<file path="src/rtl/core_pkg.sv">
// rtl/core_pkg.sv - shared encodings for the MEM-stage load/store unit
package core_pkg;

  localparam logic [1:0] MEM_W_BYTE = 2'b00;
  localparam logic [1:0] MEM_W_HALF = 2'b01;
  localparam logic [1:0] MEM_W_WORD = 2'b10;

  typedef enum logic [1:0] {
    LSU_IDLE = 2'd0,
    LSU_REQ  = 2'd1,
    LSU_WAIT = 2'd2,
    LSU_DONE = 2'd3
  } lsu_state_e;

endpackage

</file>
<file path="src/rtl/lsu_fmt.sv">
// rtl/lsu_fmt.sv - store byte-enable/lane replication and load lane extract/extend
module lsu_fmt
  import core_pkg::*;
(
  input  logic [1:0]  width_i,
  input  logic [1:0]  addr_lo_i,
  input  logic        unsigned_i,
  input  logic [31:0] sdata_i,
  input  logic [31:0] rdata_i,
  output logic [3:0]  be_o,
  output logic [31:0] wdata_o,
  output logic [31:0] ldata_o
);

  logic [7:0]  byte_lane;
  logic [15:0] half_lane;

  assign byte_lane = rdata_i[{addr_lo_i, 3'b000} +: 8];
  assign half_lane = addr_lo_i[1] ? rdata_i[31:16] : rdata_i[15:0];

  always_comb begin
    be_o    = 4'b0000;
    wdata_o = 32'h0;
    ldata_o = 32'h0;
    case (width_i)
      MEM_W_BYTE: begin
        be_o    = 4'b0001 << addr_lo_i;
        wdata_o = {4{sdata_i[7:0]}};
        ldata_o = {{24{~unsigned_i & byte_lane[7]}}, byte_lane};
      end
      MEM_W_HALF: begin
        be_o    = 4'b0011 << {addr_lo_i[1], 1'b0};
        wdata_o = {2{sdata_i[15:0]}};
        ldata_o = {{16{~unsigned_i & half_lane[15]}}, half_lane};
      end
      MEM_W_WORD: begin
        be_o    = 4'b1111;
        wdata_o = sdata_i;
        ldata_o = rdata_i;
      end
      default: ;
    endcase
  end

endmodule

</file>
<file path="src/rtl/mem_lsu.sv">
// rtl/mem_lsu.sv - MEM-stage load/store responder: bus FSM, capture regs, WB mux
module mem_lsu
  import core_pkg::*;
#(
  parameter int ADDR_W = 32
) (
  input  logic              clk,
  input  logic              rst,
  input  logic [ADDR_W-1:0] exmem_op_c_i,
  input  logic [31:0]       exmem_wdata_i,
  input  logic [4:0]        exmem_reg_waddr_i,
  input  logic              exmem_reg_we_i,
  input  logic              exmem_mtype_i,
  input  logic              exmem_mem_rw_i,
  input  logic [1:0]        exmem_mem_width_i,
  input  logic              exmem_mem_unsigned_i,
  output logic              dmem_req_o,
  output logic              dmem_we_o,
  output logic [ADDR_W-1:0] dmem_addr_o,
  output logic [3:0]        dmem_be_o,
  output logic [31:0]       dmem_wdata_o,
  input  logic              dmem_gnt_i,
  input  logic              dmem_rvalid_i,
  input  logic [31:0]       dmem_rdata_i,
  output logic [31:0]       mem_reg_wdata_o,
  output logic [4:0]        mem_reg_waddr_o,
  output logic              mem_reg_we_o,
  output logic              lsu_stall_o,
  output logic              lsu_misalign_o
);

  lsu_state_e        state_q, state_d;
  logic [ADDR_W-1:0] addr_q;
  logic [3:0]        be_q;
  logic [31:0]       wdata_q;
  logic              we_q;
  logic [1:0]        width_q;
  logic [1:0]        alo_q;
  logic              uns_q;
  logic [31:0]       ldata_q;

  logic        in_idle, in_req, in_wait, in_done;
  logic        misalign, start;
  logic [1:0]  fmt_width, fmt_alo;
  logic        fmt_uns;
  logic [3:0]  fmt_be;
  logic [31:0] fmt_wdata, fmt_ldata;

  assign in_idle = (state_q == LSU_IDLE);
  assign in_req  = (state_q == LSU_REQ);
  assign in_wait = (state_q == LSU_WAIT);
  assign in_done = (state_q == LSU_DONE);

  assign misalign = in_idle & exmem_mtype_i &
                    (((exmem_mem_width_i == MEM_W_HALF) & exmem_op_c_i[0]) |
                     ((exmem_mem_width_i == MEM_W_WORD) & (exmem_op_c_i[1:0] != 2'b00)) |
                     (exmem_mem_width_i == 2'b11));
  assign start    = in_idle & exmem_mtype_i & ~misalign;

  // The formatter sees live EX/MEM fields when capturing, captured fields when formatting the response.
  assign fmt_width = in_idle ? exmem_mem_width_i    : width_q;
  assign fmt_alo   = in_idle ? exmem_op_c_i[1:0]    : alo_q;
  assign fmt_uns   = in_idle ? exmem_mem_unsigned_i : uns_q;

  lsu_fmt u_fmt (
    .width_i    (fmt_width),
    .addr_lo_i  (fmt_alo),
    .unsigned_i (fmt_uns),
    .sdata_i    (exmem_wdata_i),
    .rdata_i    (dmem_rdata_i),
    .be_o       (fmt_be),
    .wdata_o    (fmt_wdata),
    .ldata_o    (fmt_ldata)
  );

  always_comb begin
    state_d = state_q;
    case (state_q)
      LSU_IDLE: if (start)         state_d = LSU_REQ;
      LSU_REQ:  if (dmem_gnt_i)    state_d = LSU_WAIT;
      LSU_WAIT: if (dmem_rvalid_i) state_d = LSU_DONE;
      LSU_DONE:                    state_d = LSU_IDLE;
      default:                     state_d = LSU_IDLE;
    endcase
  end

  always_ff @(posedge clk) begin
    if (rst) begin
      state_q <= LSU_IDLE;
      addr_q  <= '0;
      be_q    <= 4'b0000;
      wdata_q <= 32'h0;
      we_q    <= 1'b0;
      width_q <= 2'b00;
      alo_q   <= 2'b00;
      uns_q   <= 1'b0;
      ldata_q <= 32'h0;
    end else begin
      state_q <= state_d;
      if (start) begin
        addr_q  <= {exmem_op_c_i[ADDR_W-1:2], 2'b00};
        be_q    <= fmt_be;
        wdata_q <= fmt_wdata;
        we_q    <= exmem_mem_rw_i;
        width_q <= exmem_mem_width_i;
        alo_q   <= exmem_op_c_i[1:0];
        uns_q   <= exmem_mem_unsigned_i;
      end
      if (in_wait && dmem_rvalid_i) begin
        ldata_q <= fmt_ldata;
      end
    end
  end

  // Request is masked by rst so the bus sees it drop in the reset cycle itself.
  assign dmem_req_o   = in_req & ~rst;
  assign dmem_we_o    = in_req & we_q;
  assign dmem_addr_o  = in_req ? addr_q  : '0;
  assign dmem_be_o    = in_req ? be_q    : 4'b0000;
  assign dmem_wdata_o = in_req ? wdata_q : 32'h0;

  assign lsu_stall_o     = exmem_mtype_i & ~misalign & ~in_done;
  assign lsu_misalign_o  = misalign;
  assign mem_reg_waddr_o = exmem_reg_waddr_i;
  assign mem_reg_we_o    = exmem_reg_we_i & ~misalign & (~exmem_mtype_i | in_done);
  assign mem_reg_wdata_o = in_done ? ldata_q : 32'(exmem_op_c_i);

endmodule
</file>
<file path="config.mk">
export PLATFORM = sky130hd
export DESIGN_NAME = mem_lsu
export DESIGN_NICKNAME = d
export VERILOG_FILES = /design/src/rtl/core_pkg.sv /design/src/rtl/lsu_fmt.sv /design/src/rtl/mem_lsu.sv
export SDC_FILE = /design/constraint.sdc
export NUM_CORES = 1
export LEC_CHECK = 0
export ABC_AREA = 1
export ABC_CLOCK_PERIOD_IN_PS = 2000
export CORE_ASPECT_RATIO = 1.4
export CORE_MARGIN = 2
export CORE_UTILIZATION = 30
export CTS_CLUSTER_DIAMETER = 120
export DETAILED_ROUTE_END_ITERATION = 12
export HOLD_SLACK_MARGIN = 0.02
export PLACE_DENSITY = 0.67
export SKIP_LAST_GASP = 1
export SLEW_MARGIN = 5
export SYNTH_ARGS = -nofsm -noshare
export SYNTH_HDL_FRONTEND = slang
export SYNTH_SLANG_ARGS = --single-unit
export TNS_END_PERCENT = 100
</file>
<file path="constraint.sdc">
create_clock -name clk -period 2 [get_ports clk]
set_clock_uncertainty 0.05 [all_clocks]
set_input_delay 0.3 -clock clk [delete_from_list [all_inputs] [get_ports clk]]
set_output_delay 0.3 -clock clk [all_outputs]
set_load 0.02 [all_outputs]
</file>
==> impl_summary.log <==
INFO  metric status = finished with violations
INFO  metric violations = setup timing
INFO  metric synth-simple-area-share = 0.3682
INFO  metric use_met2 = 0.3347
INFO  metric drc_errors = 0
INFO  metric post-synth-top-count-cell = sky130_fd_sc_hd__nand2_1
INFO  metric synth_top_cell_area_share = 0.3346
INFO  metric crit_path_cell_trace = ha_2 > buf_8 > nand2_1 > nand2_1 > dlygate4sd2_1
INFO  metric ir_worst_vdd = 0.0006042 V
INFO  metric area_growth = 45.76%
INFO  metric start_util = 0.3073
INFO  metric final.setup.tns = -0.006877 ns
INFO  metric p_per_area = ~1200 mW/mm²
INFO  metric synth_fa_ha_area_frac = 0.009866
INFO  metric worstSetupPathType = flip-flop to primary output
INFO  metric critical_path.reg2reg.startpoint = state_q[1]$_SDFFE_PP0P_
INFO  metric synth_area_per_cell = around 5.9 µm²
INFO  metric numCtsBuffers = 9
INFO  metric clock.fmax = roughly 500 MHz
INFO  metric synth.area.mux_share = 0
INFO  metric design.portCount = around 220
INFO  metric reg2reg_to = be_q[1]$_SDFFE_PP0P_
INFO  metric number_of_vias_per_cell = ~4.6
INFO  metric grt_max_degree = 33
INFO  metric timing.hold.worst.start = rst
INFO  metric via_count_of_the_first_global_routing_pass = approximately 6600
INFO  metric met3_demand_to_capacity_share_in_global_routing = 0.02515
INFO  metric critPathTopFamily = buffers and inverters
INFO  metric critical-path-slowest-cell = sky130_fd_sc_hd__dfxtp_2
INFO  metric worst-path-max-fanout = 20
INFO  metric syn-cell-area = ~0.0063 mm²
INFO  metric worst-path-buf-inv = 2
INFO  metric slew-limit-headroom = 0.6583
INFO  metric synth_edf_count = 0
INFO  metric synth_common_cells = sky130_fd_sc_hd__nand2_1 (432), sky130_fd_sc_hd__inv_1 (123), sky130_fd_sc_hd__nor2_1 (115), sky130_fd_sc_hd__dfxtp_1 (106), sky130_fd_sc_hd__o21ai_0 (87)
INFO  metric worstHoldPathType = input port to flip-flop
INFO  metric synth_top_cell_by_area = sky130_fd_sc_hd__dfxtp_1
INFO  metric post-route-worst-setup-slack = -0.006877 ns
INFO  metric kind_of_start_point_of_the_critical_path = flip-flop
INFO  metric critical_path_arrival = between 1.5 and 2 ns
INFO  metric ys_types = 29
INFO  metric rows = 62
INFO  metric total_vias_in_the_final_route = around 7200
INFO  metric design.die.area = ~0.022 mm²
INFO  metric worst_pin_slew = just over 0.5 ns
INFO  metric synth_compound_area_frac = 0.1484
INFO  metric hold-path-cell-count = 2
INFO  metric fillers = roughly 2200
INFO  metric cp.required = 1.65 ns
INFO  metric rrSetupSlack = 0.06 ns
INFO  metric cts.sink_count = ~110
INFO  metric leakage = about 4.7 nW
INFO  metric clock-root-buffer = sky130_fd_sc_hd__clkbuf_16
INFO  metric tritoncts = built
INFO  metric cts.htree.levels = 3
INFO  metric endpoint_kind = primary output
INFO  metric place_congestion = 0.8542
INFO  metric grt.met1_usage = 0.2402
INFO  metric antenna_found_initial = 0
INFO  metric synth_top_family_by_area = simple AND/OR/NAND/NOR gates
INFO  metric avgRoutedWirePerCell = between 10 and 15 µm
INFO  metric fin_worst_hold_slack = roughly 0.20 ns
INFO  metric ctsLongestPathBuffers = 2
INFO  metric globalRoute.busiestLayer = met2
INFO  metric finalNetCount = roughly 1400
INFO  metric die_w = roughly 130 µm
INFO  metric crit_path_max_incr_delay = between 0.3 and 0.4 ns
INFO  metric critical_path_s_most_frequent_cell = sky130_fd_sc_hd__nand2_1
INFO  metric yosysWarningCount = 0
INFO  metric synthXorXnorAreaFrac = 0
INFO  metric height_of_the_die = ~180 µm
INFO  metric drt-total-wl = approximately 22000 µm
INFO  metric number_of_standard_cells_after_synthesis = roughly 1100
INFO  metric drt_iter0_markers = about 500
INFO  metric overflow = 0
INFO  metric wire_length_of_the_first_global_routing_pass = 34360 µm
INFO  metric n_antenna_cell = 0
INFO  metric coreArea = a little over 0.02 mm²
INFO  metric grt_use_total = 0.1920
INFO  metric clkSlewWorstSetupHoldPaths = 0.07 ns
INFO  metric synth.yosys.seq_area_share = 0.3346
INFO  metric finalCritPeriodShare = 1.003
INFO  metric count_of_state_elements_after_synthesis = between 100 and 150
INFO  metric port-buffer-count = around 210
INFO  metric final.min_clock_period = 2.007 ns
INFO  metric report.final.slew_viol_count = 0
INFO  metric synth.top_cells.by_area = sky130_fd_sc_hd__dfxtp_1 (33%), sky130_fd_sc_hd__nand2_1 (26%), sky130_fd_sc_hd__inv_1 (7.3%), sky130_fd_sc_hd__o21ai_0 (6.9%), sky130_fd_sc_hd__nor2_1 (6.8%)
INFO  metric finalHoldViolCount = 0
INFO  metric holdPathEnd = ldata_q[6]$_SDFFE_PP0P_
INFO  metric postSynth.asyncResetShare = 0
INFO  metric worstRegToRegCells = 12
INFO  metric cts_hold_buf = 0
INFO  metric drive_above_1_share = 0.1862
INFO  metric setup_viol_count_final = 1
INFO  metric max_cap_violation_count = 0
INFO  metric dp_hpwl = approximately 16000 µm
INFO  metric antenna_violating_nets_post_route = 0
INFO  metric clk_latency_worst_skew_pair = between 0.3 and 0.4 ns
INFO  metric grt_setup_unrepaired = true
INFO  metric ys_dominant_reg_cell = sky130_fd_sc_hd__dfxtp_1
INFO  metric dr.pass1.iters = 5
cell families (layout without fill, tap and decap cells):
group | after synthesis | after routing
flip-flops | 106 | 106
other | 1 | 2
AND/OR/NAND/NOR | 592 | 596
adder cells (fa/ha/maj) | 5 | 5
buffers and inverters | 203 | 412
AO/OA/AOI/OAI | 173 | 173
layout make-up:
| class | instances | area (µm²) | share of cell area |
|---|---|---|---|
| Clock buffer | 11 | 242.7 | 0.02626 |
| Clock inverter | 5 | 85.08 | 0.009205 |
| Inverter | 129 | 496.7 | 0.05374 |
| Multi-Input combinational cell | 776 | 3493 | 0.3780 |
| Sequential cell | 106 | 2125 | 0.2299 |
| Tap cell | 256 | 320.3 | 0.03466 |
| Timing Repair Buffer | 267 | 2480 | 0.2683 |
placed cells by master (no fill, tap or decap), types with 2 or more instances in the layout:
| cell | netlist | routed |
|---|---|---|
| sky130_fd_sc_hd__ha_4 | 0 | 2 |
| sky130_fd_sc_hd__o21ai_1 | 1 | 3 |
| sky130_fd_sc_hd__buf_2 | 18 | 51 |
| sky130_fd_sc_hd__buf_6 | 7 | 3 |
| sky130_fd_sc_hd__bufinv_16 | 0 | 2 |
| sky130_fd_sc_hd__a21oi_2 | 14 | 16 |
| sky130_fd_sc_hd__nand2_2 | 13 | 19 |
| sky130_fd_sc_hd__conb_1 | 1 | 2 |
| sky130_fd_sc_hd__clkdlybuf4s50_1 | 0 | 103 |
| sky130_fd_sc_hd__a21oi_1 | 59 | 57 |
| sky130_fd_sc_hd__buf_12 | 0 | 19 |
| sky130_fd_sc_hd__buf_4 | 10 | 42 |
| sky130_fd_sc_hd__nor3_1 | 5 | 5 |
| sky130_fd_sc_hd__clkdlybuf4s15_2 | 0 | 22 |
| sky130_fd_sc_hd__nand2_1 | 432 | 425 |
| sky130_fd_sc_hd__a31oi_1 | 8 | 8 |
| sky130_fd_sc_hd__buf_16 | 0 | 2 |
| sky130_fd_sc_hd__clkbuf_16 | 0 | 9 |
| sky130_fd_sc_hd__o21ai_4 | 0 | 2 |
| sky130_fd_sc_hd__inv_1 | 123 | 118 |
| sky130_fd_sc_hd__inv_2 | 5 | 8 |
| sky130_fd_sc_hd__nand3_4 | 2 | 6 |
| sky130_fd_sc_hd__dfxtp_1 | 106 | 104 |
| sky130_fd_sc_hd__buf_8 | 0 | 2 |
| sky130_fd_sc_hd__clkbuf_2 | 0 | 20 |
| sky130_fd_sc_hd__inv_6 | 0 | 2 |
| sky130_fd_sc_hd__o21ai_0 | 87 | 85 |
| sky130_fd_sc_hd__nor2_1 | 115 | 113 |
| sky130_fd_sc_hd__nor2_2 | 0 | 2 |
| sky130_fd_sc_hd__clkinv_4 | 0 | 2 |
| sky130_fd_sc_hd__dfxtp_2 | 0 | 2 |
| sky130_fd_sc_hd__ha_1 | 5 | 2 |
| sky130_fd_sc_hd__nand3_1 | 21 | 21 |
| sky130_fd_sc_hd__nand2_4 | 1 | 2 |
through the flow:
step / std cells / worst slack [ns] / cell area [µm²] / power, mW / utilization
6_report: 1550 / -0.006877 / 9243 / 11.10 / 0.4479
5_1_grt: 1550 / -0.1035 / 9243 / 11.91 / 0.4479
4_1_cts: 1540 / -0.1225 / 9281 / 10.66 / 0.4498
3_5_place_dp: 1517 / -0.3498 / 8845 / 8.218 / 0.4286
3_3_place_gp: 1517 / -0.3471 / 8845 / 8.159 / 0.4286
2_1_floorplan: 1081 / 0.1654 / 6345 / 6.287 / -
layer usage:
layer  wire length (µm)  vias to the layer above  share of wire
met5                  0                        -              0
met2              11170                      201           0.50
li1                   -                     3706              -
met3                913                       44          0.041
met4                724                        0          0.032
met1               9658                     3208           0.43
where the power goes:
group | internal [mW] | switching, mW | leakage, nW
logic | 2.66 | 3.87 | 3.68
registers | 2.44 | 0.166 | 0.864
clock network | 1.14 | 0.834 | 0.157
sequential cells by signal, indices dropped and copies added (netlist names):
name / flops
addr_q: 30
width_q: 2
be_q: 4
wdata_q: 32
state_q: 2
alo_q: 2
we_q: 1
uns_q: 1
ldata_q: 32
how the worst max path moves through the flow:
| stage | end | cells after the start | from | slack [ns] |
|---|---|---|---|---|
| 2_1_floorplan | ldata_q[13]$_SDFFE_PP0P_ | 12 | state_q[0]$_SDFFE_PP0P_ | 0.17 |
| 4_1_cts | mem_reg_we_o | 9 | exmem_op_c_i[0] | -0.12 |
| 5_1_grt | be_q[0]$_SDFFE_PP0P_ | 12 | state_q[0]$_SDFFE_PP0P_ | -0.10 |
| 6_report | mem_reg_wdata_o[14] | 5 | state_q[1]$_SDFFE_PP0P_ | -0.007 |
| 3_3_place_gp | mem_reg_we_o | 9 | exmem_op_c_i[0] | -0.35 |
| 3_5_place_dp | mem_reg_we_o | 9 | exmem_op_c_i[0] | -0.35 |
timing repair:
item / 4_1_cts / 5_1_grt
setup buffers: 3 / 8
pin swaps: 2 / 9
gates resized for setup: 323 / 90
endpoints found under the setup margin: 160 / 114
gates cloned: 4 / 3
Note: power is estimated with default switching activity, not from simulation.
